`src/rtl/axi_offset_programmer.sv`:
```
// Programs one offset word into an AXI-Lite slave register and reads it back to verify.
// Failed verifies are retried up to MAX_RETRIES times; a stalled handshake aborts the attempt.
module axi_offset_programmer #(
    parameter int AXI_ADDR_WIDTH_SLAVE = 5,
    parameter int AXI_DATA_WIDTH       = 32,
    parameter int CFG_ADDR             = 0,
    parameter int MAX_RETRIES          = 3,
    parameter int TIMEOUT_CYCLES       = 255
) (
    input  logic                            s00_axi_aclk,
    input  logic                            s00_axi_areset,
    input  logic                            cmd_valid,
    output logic                            cmd_ready,
    input  logic [AXI_DATA_WIDTH-1:0]       cmd_offset,
    output logic                            done,
    output logic                            error,
    output logic [AXI_ADDR_WIDTH_SLAVE-1:0] m00_axi_awaddr,
    output logic                            m00_axi_awvalid,
    input  logic                            m00_axi_awready,
    output logic [AXI_DATA_WIDTH-1:0]       m00_axi_wdata,
    output logic                            m00_axi_wvalid,
    input  logic                            m00_axi_wready,
    input  logic                            m00_axi_bvalid,
    output logic                            m00_axi_bready,
    input  logic [1:0]                      m00_axi_bresp,
    output logic [AXI_ADDR_WIDTH_SLAVE-1:0] m00_axi_araddr,
    output logic                            m00_axi_arvalid,
    input  logic                            m00_axi_arready,
    input  logic [AXI_DATA_WIDTH-1:0]       m00_axi_rdata,
    input  logic                            m00_axi_rvalid,
    output logic                            m00_axi_rready,
    input  logic [1:0]                      m00_axi_rresp
);

    localparam int TW = (TIMEOUT_CYCLES > 1) ? $clog2(TIMEOUT_CYCLES + 1) : 1;
    localparam int RW = (MAX_RETRIES > 0) ? $clog2(MAX_RETRIES + 1) : 1;
    localparam logic [AXI_ADDR_WIDTH_SLAVE-1:0] CFG_ADDR_V = AXI_ADDR_WIDTH_SLAVE'(CFG_ADDR);
    localparam logic [TW-1:0] TMO_LAST  = TW'(TIMEOUT_CYCLES - 1);
    localparam logic [RW-1:0] RETRY_MAX = RW'(MAX_RETRIES);
    localparam logic [1:0]    RESP_OKAY = 2'b00;

    typedef enum logic [2:0] {
        IDLE    = 3'd0,
        WR      = 3'd1,
        WR_RESP = 3'd2,
        RD_ADDR = 3'd3,
        RD_DATA = 3'd4
    } state_t;

    state_t                    state_r, state_n_s;
    logic [AXI_DATA_WIDTH-1:0] offset_r, offset_n_s;
    logic [RW-1:0]             retry_r, retry_n_s;
    logic [TW-1:0]             tmo_r, tmo_n_s;
    logic                      aw_done_r, aw_done_n_s;
    logic                      w_done_r, w_done_n_s;
    logic                      awvalid_r, wvalid_r, bready_r, arvalid_r, rready_r;
    logic                      done_r, error_r, done_n_s, error_n_s;
    logic                      retry_s;

    // Next-state, retry and timeout decisions
    always_comb begin
        state_n_s   = state_r;
        offset_n_s  = offset_r;
        retry_n_s   = retry_r;
        aw_done_n_s = aw_done_r;
        w_done_n_s  = w_done_r;
        done_n_s    = 1'b0;
        error_n_s   = 1'b0;
        retry_s     = 1'b0;
        tmo_n_s     = '0;

        case (state_r)
            IDLE: begin
                if (cmd_valid) begin
                    offset_n_s  = cmd_offset;
                    retry_n_s   = '0;
                    aw_done_n_s = 1'b0;
                    w_done_n_s  = 1'b0;
                    state_n_s   = WR;
                end else begin
                    state_n_s = IDLE;
                end
            end
            WR: begin
                aw_done_n_s = aw_done_r | (awvalid_r & m00_axi_awready);
                w_done_n_s  = w_done_r | (wvalid_r & m00_axi_wready);
                if (aw_done_n_s && w_done_n_s) begin
                    state_n_s = WR_RESP;
                end else begin
                    state_n_s = WR;
                end
            end
            WR_RESP: begin
                if (bready_r && m00_axi_bvalid) begin
                    if (m00_axi_bresp == RESP_OKAY) begin
                        state_n_s = RD_ADDR;
                    end else begin
                        retry_s = 1'b1;
                    end
                end else begin
                    state_n_s = WR_RESP;
                end
            end
            RD_ADDR: begin
                if (arvalid_r && m00_axi_arready) begin
                    state_n_s = RD_DATA;
                end else begin
                    state_n_s = RD_ADDR;
                end
            end
            RD_DATA: begin
                if (rready_r && m00_axi_rvalid) begin
                    if (m00_axi_rresp == RESP_OKAY && m00_axi_rdata == offset_r) begin
                        done_n_s  = 1'b1;
                        state_n_s = IDLE;
                    end else begin
                        retry_s = 1'b1;
                    end
                end else begin
                    state_n_s = RD_DATA;
                end
            end
            default: begin
                state_n_s = IDLE;
            end
        endcase

        if (retry_s) begin
            if (retry_r < RETRY_MAX) begin
                retry_n_s   = retry_r + 1'b1;
                aw_done_n_s = 1'b0;
                w_done_n_s  = 1'b0;
                state_n_s   = WR;
            end else begin
                error_n_s = 1'b1;
                state_n_s = IDLE;
            end
        end else begin
            retry_n_s = retry_n_s;
        end

        // Progress on the final allowed cycle wins over the abort
        if (state_r != IDLE && state_n_s == state_r && tmo_r == TMO_LAST) begin
            error_n_s = 1'b1;
            state_n_s = IDLE;
        end else begin
            error_n_s = error_n_s;
        end

        if (state_n_s != state_r || state_r == IDLE) begin
            tmo_n_s = '0;
        end else begin
            tmo_n_s = tmo_r + 1'b1;
        end
    end

    // State, counters and registered handshake outputs
    always_ff @(posedge s00_axi_aclk or posedge s00_axi_areset) begin
        if (s00_axi_areset) begin
            state_r   <= IDLE;
            offset_r  <= '0;
            retry_r   <= '0;
            tmo_r     <= '0;
            aw_done_r <= 1'b0;
            w_done_r  <= 1'b0;
            awvalid_r <= 1'b0;
            wvalid_r  <= 1'b0;
            bready_r  <= 1'b0;
            arvalid_r <= 1'b0;
            rready_r  <= 1'b0;
            done_r    <= 1'b0;
            error_r   <= 1'b0;
        end else begin
            state_r   <= state_n_s;
            offset_r  <= offset_n_s;
            retry_r   <= retry_n_s;
            tmo_r     <= tmo_n_s;
            aw_done_r <= aw_done_n_s;
            w_done_r  <= w_done_n_s;
            awvalid_r <= (state_n_s == WR) && !aw_done_n_s;
            wvalid_r  <= (state_n_s == WR) && !w_done_n_s;
            bready_r  <= (state_n_s == WR_RESP);
            arvalid_r <= (state_n_s == RD_ADDR);
            rready_r  <= (state_n_s == RD_DATA);
            done_r    <= done_n_s;
            error_r   <= error_n_s;
        end
    end

    assign cmd_ready       = (state_r == IDLE);
    assign done            = done_r;
    assign error           = error_r;
    assign m00_axi_awaddr  = CFG_ADDR_V;
    assign m00_axi_araddr  = CFG_ADDR_V;
    assign m00_axi_wdata   = offset_r;
    assign m00_axi_awvalid = awvalid_r;
    assign m00_axi_wvalid  = wvalid_r;
    assign m00_axi_bready  = bready_r;
    assign m00_axi_arvalid = arvalid_r;
    assign m00_axi_rready  = rready_r;

endmodule

```
`config.mk`:
```
export PLATFORM = sky130hd
export DESIGN_NAME = axi_offset_programmer
export DESIGN_NICKNAME = d
export VERILOG_FILES = /design/src/rtl/axi_offset_programmer.sv
export SDC_FILE = /design/constraint.sdc
export NUM_CORES = 1
export LEC_CHECK = 0
export ABC_AREA = 1
export BUFFER_PORTS_ARGS = -buffer_cell sky130_fd_sc_hd__buf_4
export CORE_AREA = 2 2 80 82
export CTS_CLUSTER_DIAMETER = 30
export DETAILED_ROUTE_END_ITERATION = 10
export DIE_AREA = 0 0 82 84
export HOLD_SLACK_MARGIN = 0.08
export PLACE_DENSITY = 0.93
export SYNTH_ARGS = -nofsm -noshare
export SYNTH_HDL_FRONTEND = slang
export SYNTH_SLANG_ARGS = --single-unit
```
`constraint.sdc`:
```
create_clock -name s00_axi_aclk -period 3.6 [get_ports s00_axi_aclk]
set_input_delay 0.18 -clock s00_axi_aclk [delete_from_list [all_inputs] [get_ports s00_axi_aclk]]
set_output_delay 0.18 -clock s00_axi_aclk [all_outputs]
set_load 0.01 [all_outputs]
```
== Word-level counts from Yosys, hierarchy flattened ==
Cells that the tools add are included.
Storage, ports and cells
  word-level logic and storage cells: 84
  latch bits: 0
  bits in writable memories: 0
  input bits: 76
  memories kept: 0
  output and inout bits: 50
  memory bits (read-only): 0
  register bits: 54
Operators by class
  multipliers: 0
  add/sub/neg operators: 2
  $lt $le $gt $ge: 1
  shift operators: 0
  divide/modulo/power cells: 0
  multiplexer cells: 35
  eq/ne operators: 12
  reductions and logical operators: 17
  bitwise gates (word level): 4
Operator list (number)
  $eq A32 B32 Y1: 1
  $mux W3: 7
  $mux W1: 18
  $pmux W3 S5: 1
  $eq A3 B2 Y1 const B: 4
  $mux W2: 5
  $logic_and A1 B1 Y1: 9
  $add A8 B1 Y8 const B: 1
  $eq A8 B8 Y1 const B: 1
  $mux W8: 1
  $eq A3 B1 Y1 const B: 2
  $eq A3 B3 Y1 const B: 2
  $pmux W1 S2: 3
  $logic_not A2 Y1: 2
  $eq A3 B3 Y1: 1
  $logic_not A3 Y1: 1
  $ne A3 B3 Y1: 1
  $reduce_bool A3 Y1: 1
  $add A2 B1 Y2 const B: 1
  $and A1 B1 Y1: 2
  $logic_not A1 Y1: 2
  $lt A2 B2 Y1 const B: 1
  $or A1 B1 Y1: 2
  $reduce_and A2 Y1: 1
  $logic_or A1 B1 Y1: 1

== Longest topological paths before layout ==
  depth in word-level cells: 13
  mapped depth: 20
  gate-level depth less buffers: 20

== Worst setup path before layout ==
Ideal clock, no wire load.
  path type: reg-to-reg
  from: reg offset_r[30], in the netlist m00_axi_wdata[30]
  to: reg tmo_r[5]
  clock period less this slack: 2.023 ns
  setup slack: 1.577 ns
  required time: 3.479 ns
  buffers on the path: 0
  stages on the path, launching flop included: 16
  setup time: 0.121 ns
  arrival time: 1.902 ns
  cell sequence: dfrtp_1 -> or2_0 -> a21oi_1 -> nand3_1 -> nor2_2 -> nand3_2 -> nand2_2 -> nand2_2 -> nand2_2 -> nand3_2 -> nand2_1 -> nand3_4 -> nand2_4 -> nand2_2 -> nand3_4 -> nor2_2
Between the ends
  word-level cells in the longest chain between the ends: 13
  elaborated cells on any way between the ends: 16
  those cells by class: eq/ne: 3; mux: 9; reduce/logical: 4
RTL lines
  start, declared: RTL line 51  | logic [AXI_DATA_WIDTH-1:0] offset_r, offset_n_s;
  start signal, assigned: RTL line 175  | offset_r <= offset_n_s;
  $eq A32 B32 Y1 *: RTL line 113  | if (m00_axi_rresp == RESP_OKAY && m00_axi_rdata == offset_r) begin
  $logic_and A1 B1 Y1 *: RTL line 113
  $mux W3 or $mux W1 (tied branches): RTL line 113
  $mux W3 or $mux W1 (tied branches): RTL line 112  | if (rready_r && m00_axi_rvalid) begin
  $pmux W3 S5 or $pmux W1 S2 (tied branches): RTL line 72  | case (state_r)
  $mux W3 *: RTL line 128  | if (retry_s) begin
  $eq A3 B3 Y1: RTL line 143  | if (state_r != IDLE && state_n_s == state_r && tmo_r == TMO_LAST) begin
  $logic_and A1 B1 Y1 (2 in a row): RTL line 143
  $mux W3 *: RTL line 143
  $ne A3 B3 Y1 *: RTL line 150  | if (state_n_s != state_r || state_r == IDLE) begin
  $logic_or A1 B1 Y1 *: RTL line 150
  $mux W8 *: RTL line 150
  net tmo_n_s[5]: RTL line 53  | logic [TW-1:0] tmo_r, tmo_n_s;
  end signal, assigned: RTL line 177  | tmo_r <= tmo_n_s;
  end, declared: RTL line 53
The timed path passes the listed nets; every way through them passes the cells marked *.
A chain may end at the register's enable or synchronous reset.

== Worst setup path after layout ==
  from: reg state_r[2]
  to: reg tmo_r[4]
Between the ends
  word-level cells in the longest chain between the ends: 11
  elaborated cells on any way between the ends: 20
  those cells by class: eq/ne: 6; mux: 9; reduce/logical: 5
RTL lines
  start, declared: RTL line 50  | state_t state_r, state_n_s;
  start signal, assigned: RTL line 174  | state_r <= state_n_s;
  $mux W3, on equally long branches: RTL line 113, 95
  $mux W3, on equally long branches: RTL line 112, 94
  $pmux W3 S5: RTL line 72
  $mux W3: RTL line 128
  $eq A3 B3 Y1: RTL line 143
  $logic_and A1 B1 Y1 (2 in a row): RTL line 143
  $mux W3: RTL line 143
  $ne A3 B3 Y1: RTL line 150
  $logic_or A1 B1 Y1 *: RTL line 150
  $mux W8 *: RTL line 150
  net tmo_n_s[4]: RTL line 53
Marks and branches as above.

==> flow_summary.rst <==
.. list-table::
   :header-rows: 1

   * - Metric
     - Value
   * - Initial standard-cell utilization of the core
     - 50.27%
   * - Outcome
     - complete, no violations
   * - Clock transition at the registers of the reported paths
     - 0.09 ns
   * - Io pins
     - 126
   * - Worst Reg2Reg Path Length in Cells
     - 14
   * - Residual DRC
     - 0
   * - Hold Path Stages
     - 2
   * - Commonest register cell after synthesis
     - dfrtp_1
   * - Count of standard-cell rows
     - 29
   * - Minimum clock period after layout
     - 2.268 ns
   * - Total routed wirelength
     - 7508 microns
   * - Post-Synthesis Cells
     - 389
   * - Post-cts hold buffer count
     - 1
   * - Setup TNS
     - 0 ns
   * - Routed len/inst
     - 12.83 microns
   * - Skew-Pair Late Insertion Delay
     - 0.31 ns
   * - Switching power of the nets
     - 0.001175 W
   * - Number of max-slew violations in the final report
     - 0
   * - Synth area leader
     - dfrtp_1
   * - Synthesized area per cell
     - 7.877 sq um
   * - Die Footprint
     - 6888 sq um
   * - Vias per cell
     - 4.884
   * - Signal arrival time at the worst endpoint
     - 2.46 ns
   * - Crit Path Class
     - reg2reg
   * - Kind of end point of the critical path
     - flop
   * - HPWL after DPL
     - 5976 microns
   * - Initial antenna violation count
     - 0
   * - Number of global-route vias before repair
     - 2,868
   * - Synth-to-Final Area Change
     - 33.44%
   * - Vias after detailed routing
     - 2,857
   * - Most common library cells after synthesis
     - nand2_1, inv_1, dfrtp_1, nor2_1, a21oi_1
   * - Maximum fanout along the worst path
     - 8
   * - Seq/Total Area, Yosys
     - 44.10%
   * - Proportion of register bits with asynchronous set or reset after synthesis
     - 100.0%
   * - Final period util
     - 63.00%
   * - Met3 routing resource usage after global routing
     - 4.654%
   * - Part of the power in combinational logic
     - 50.4%
   * - Leakage power of the design
     - 2.272 nW
   * - Top-count cell post-synth
     - nand2_1
   * - Global-route track usage on met2
     - 41.17%
   * - Maximum clock insertion buffer count
     - 2
   * - Most utilized layer in the global route result
     - met2
   * - Fill count
     - 491
   * - Ranking of synthesized cells by area
     - dfrtp_1, nand2_1, inv_1
   * - Die Span Y
     - 84 microns
   * - Skew final
     - 0.01255 ns
   * - Hold crit path type
     - in2reg
   * - Sink count of the clock tree
     - 54
   * - Count of buffers added by post-CTS timing repair for setup
     - 0
   * - Core ar.
     - 6096 sq um
   * - Seq cells post-synth
     - 54
   * - Max capacitance violation total
     - 0
   * - Post-Place Setup Slack
     - 1.328 ns
   * - Number of DRC markers in iteration 0
     - 168
   * - Seq pwr share
     - 36.5%
   * - Worst Setup Slack, final
     - 1.332 ns
   * - Width of the die
     - 82 microns
   * - Maximum number of pins on one net before global-route repair
     - 56
   * - Global-route wire length before repair
     - 12,330 microns
   * - Sw frac
     - 41.54%
   * - Final setup violating endpoints
     - 0
   * - Core utilization of the finished layout
     - 67.08%
   * - Transition time at the pin with the least slew margin
     - 0.5771 ns
   * - Clock tree from TritonCTS
     - built
   * - Internal power contribution
     - 0.001653 W
   * - Distinct cell type count after synthesis
     - 36
   * - Unrepaired setup endpoints after global routing
     - false
   * - DRT Pass-1 Iters
     - 4
   * - Clock tree root driver cell
     - clkbuf_8
   * - EDFF count, synth
     - 0
   * - Depth of the CTS H-tree
     - 2
   * - Netlist area before placement
     - 3064 sq um
   * - Max Freq
     - 0.4409 GHz
   * - Fraction of post-synthesis cell area in the top cell type by area
     - 44.10%
   * - # diodes
     - 0
   * - Pwr dens
     - 691.5 nW/um^2
   * - Total of warnings raised by yosys
     - 0
   * - Clock Power Share
     - 13.1%
   * - Cts repair resizes
     - 0
   * - Total gr overflow
     - 0
   * - Kind of start point of the critical path
     - flop
   * - Number of nets in the layout
     - 586
   * - CTS Buf Count
     - 5
   * - Routability congestion estimate
     - 0.8837
   * - Data required time of the critical path
     - 3.80 ns
   * - GRT Overall Usage
     - 23.05%
   * - Global routing met1 resource utilization
     - 26.22%
   * - Number of routed nets with antenna violations
     - 0
   * - Highest ir drop seen on vdd
     - 494.3 uV
   * - Rel. slew slack
     - 61.53%
   * - Layout cell share with drive strength beyond 1
     - 34.84%
   * - Power after layout
     - 0.002827 W
   * - Final Hold Vio Count
     - 0
   * - Number of buffer cells added on primary ports
     - 115
-- metal layers --
| layer | share of wire, % | vias up |
|---|---|---|
| li1 | - | 1409 |
| met1 | 38 | 1320 |
| met2 | 52 | 111 |
| met3 | 7.1 | 17 |
| met4 | 2.6 | 0 |
| met5 | 0 | - |
-- worst max-delay path, stage by stage, from the launching register on --
cell and delay (ns):
dfrtp_1 0.50, nor2_2 0.23, clkinv_4 0.09, nor2_4 0.12, inv_2 0.04, nor2_1 0.15, nor3b_1 0.08, inv_2 0.06
nand3_1 0.15, a21oi_2 0.26, nand3_4 0.13, nand2_4 0.09, nand2_2 0.06, nand3_4 0.17, nor2_2 0.05
-- path summary, 6_finish.rpt --
path / from / end / slack [ns]
max in group asynchronous: s00_axi_areset / tmo_r[5] / 2.35
worst max register to register: state_r[2] / tmo_r[4] / 1.33
worst min-delay path: cmd_offset[28] / m00_axi_wdata[28] / 0.10
worst max-delay path: state_r[2] / tmo_r[4] / 1.33
min in group asynchronous: s00_axi_areset / m00_axi_wdata[4] / 0.46
worst min register to register: tmo_r[0] / tmo_r[0] / 0.50
-- final cells by class --
cell class	instances	area, sq um	area share (%)
sequential	54	1351	33.05
tap	77	96.34	2.356
clock buffer	7	96.34	2.356
timing repair buffer	118	888.4	21.73
clock inverter	1	8.758	0.2142
inverter	69	264.0	6.457
multi-input combinational	259	1384	33.84
-- stage by stage --
stage / std cells / hold slack (ns) / area [sq um]
after detailed placement: 576 / 0.2548 / 3974
after global routing: 585 / 0.08492 / 4089
after floorplan: 398 / 0.3305 / 3098
after CTS: 585 / 0.09390 / 4089
final: 585 / 0.1047 / 4089
after global placement: 576 / 0.2554 / 3974
-- state kept, by name (all words and copies together), names as in the netlist --
register and count:
aw_done_r 1, done 1, error 1, m00_axi_arvalid 1, m00_axi_awvalid 1, m00_axi_bready 1
m00_axi_rready 1, m00_axi_wdata 32, m00_axi_wvalid 1, retry_r 2, state_r 3, tmo_r 8
w_done_r 1
-- logic make-up (layout without fill, tap and decap cells) --
| logic type | count (synthesis) | count (layout) | synth area share [%] |
|---|---|---|---|
| compound gates | 40 | 40 | 7.023 |
| xor+xnor | 14 | 14 | 4.002 |
| fa+ha+maj | 3 | 3 | 1.225 |
| buf+inv | 85 | 195 | 11.92 |
| flops | 54 | 54 | 44.10 |
| mux | 11 | 11 | 4.043 |
| other cells | 1 | 10 | 0.1224 |
| simple gates | 181 | 181 | 27.56 |
-- power by group through the flow --
stage | combinational [W] | sequential [W] | clock [W]
after floorplan | 0.000800 | 0.00110 | 0
after detailed placement | 0.00143 | 0.00104 | 0
after global routing | 0.00159 | 0.00106 | 0.000415
after global placement | 0.00139 | 0.00102 | 0
final | 0.00142 | 0.00103 | 0.000370
after CTS | 0.00144 | 0.00103 | 0.000385
-- layout by cell type (no fill, tap or decap), types with 2 or more instances in the layout --
cell type,n
a21oi_1,28
buf_4,117
clkbuf_8,7
clkinv_4,2
conb_1,10
dfrtp_1,54
ha_1,3
inv_1,59
inv_2,9
mux2_2,11
nand2_1,83
nand2_2,8
nand3_1,15
nand3_2,2
nand3_4,2
nand4_1,4
nor2_1,44
nor2_2,11
nor3_1,3
nor3_2,2
o21ai_0,7
xnor2_1,7
xor2_1,7
Power figures use the tool's default switching activity.
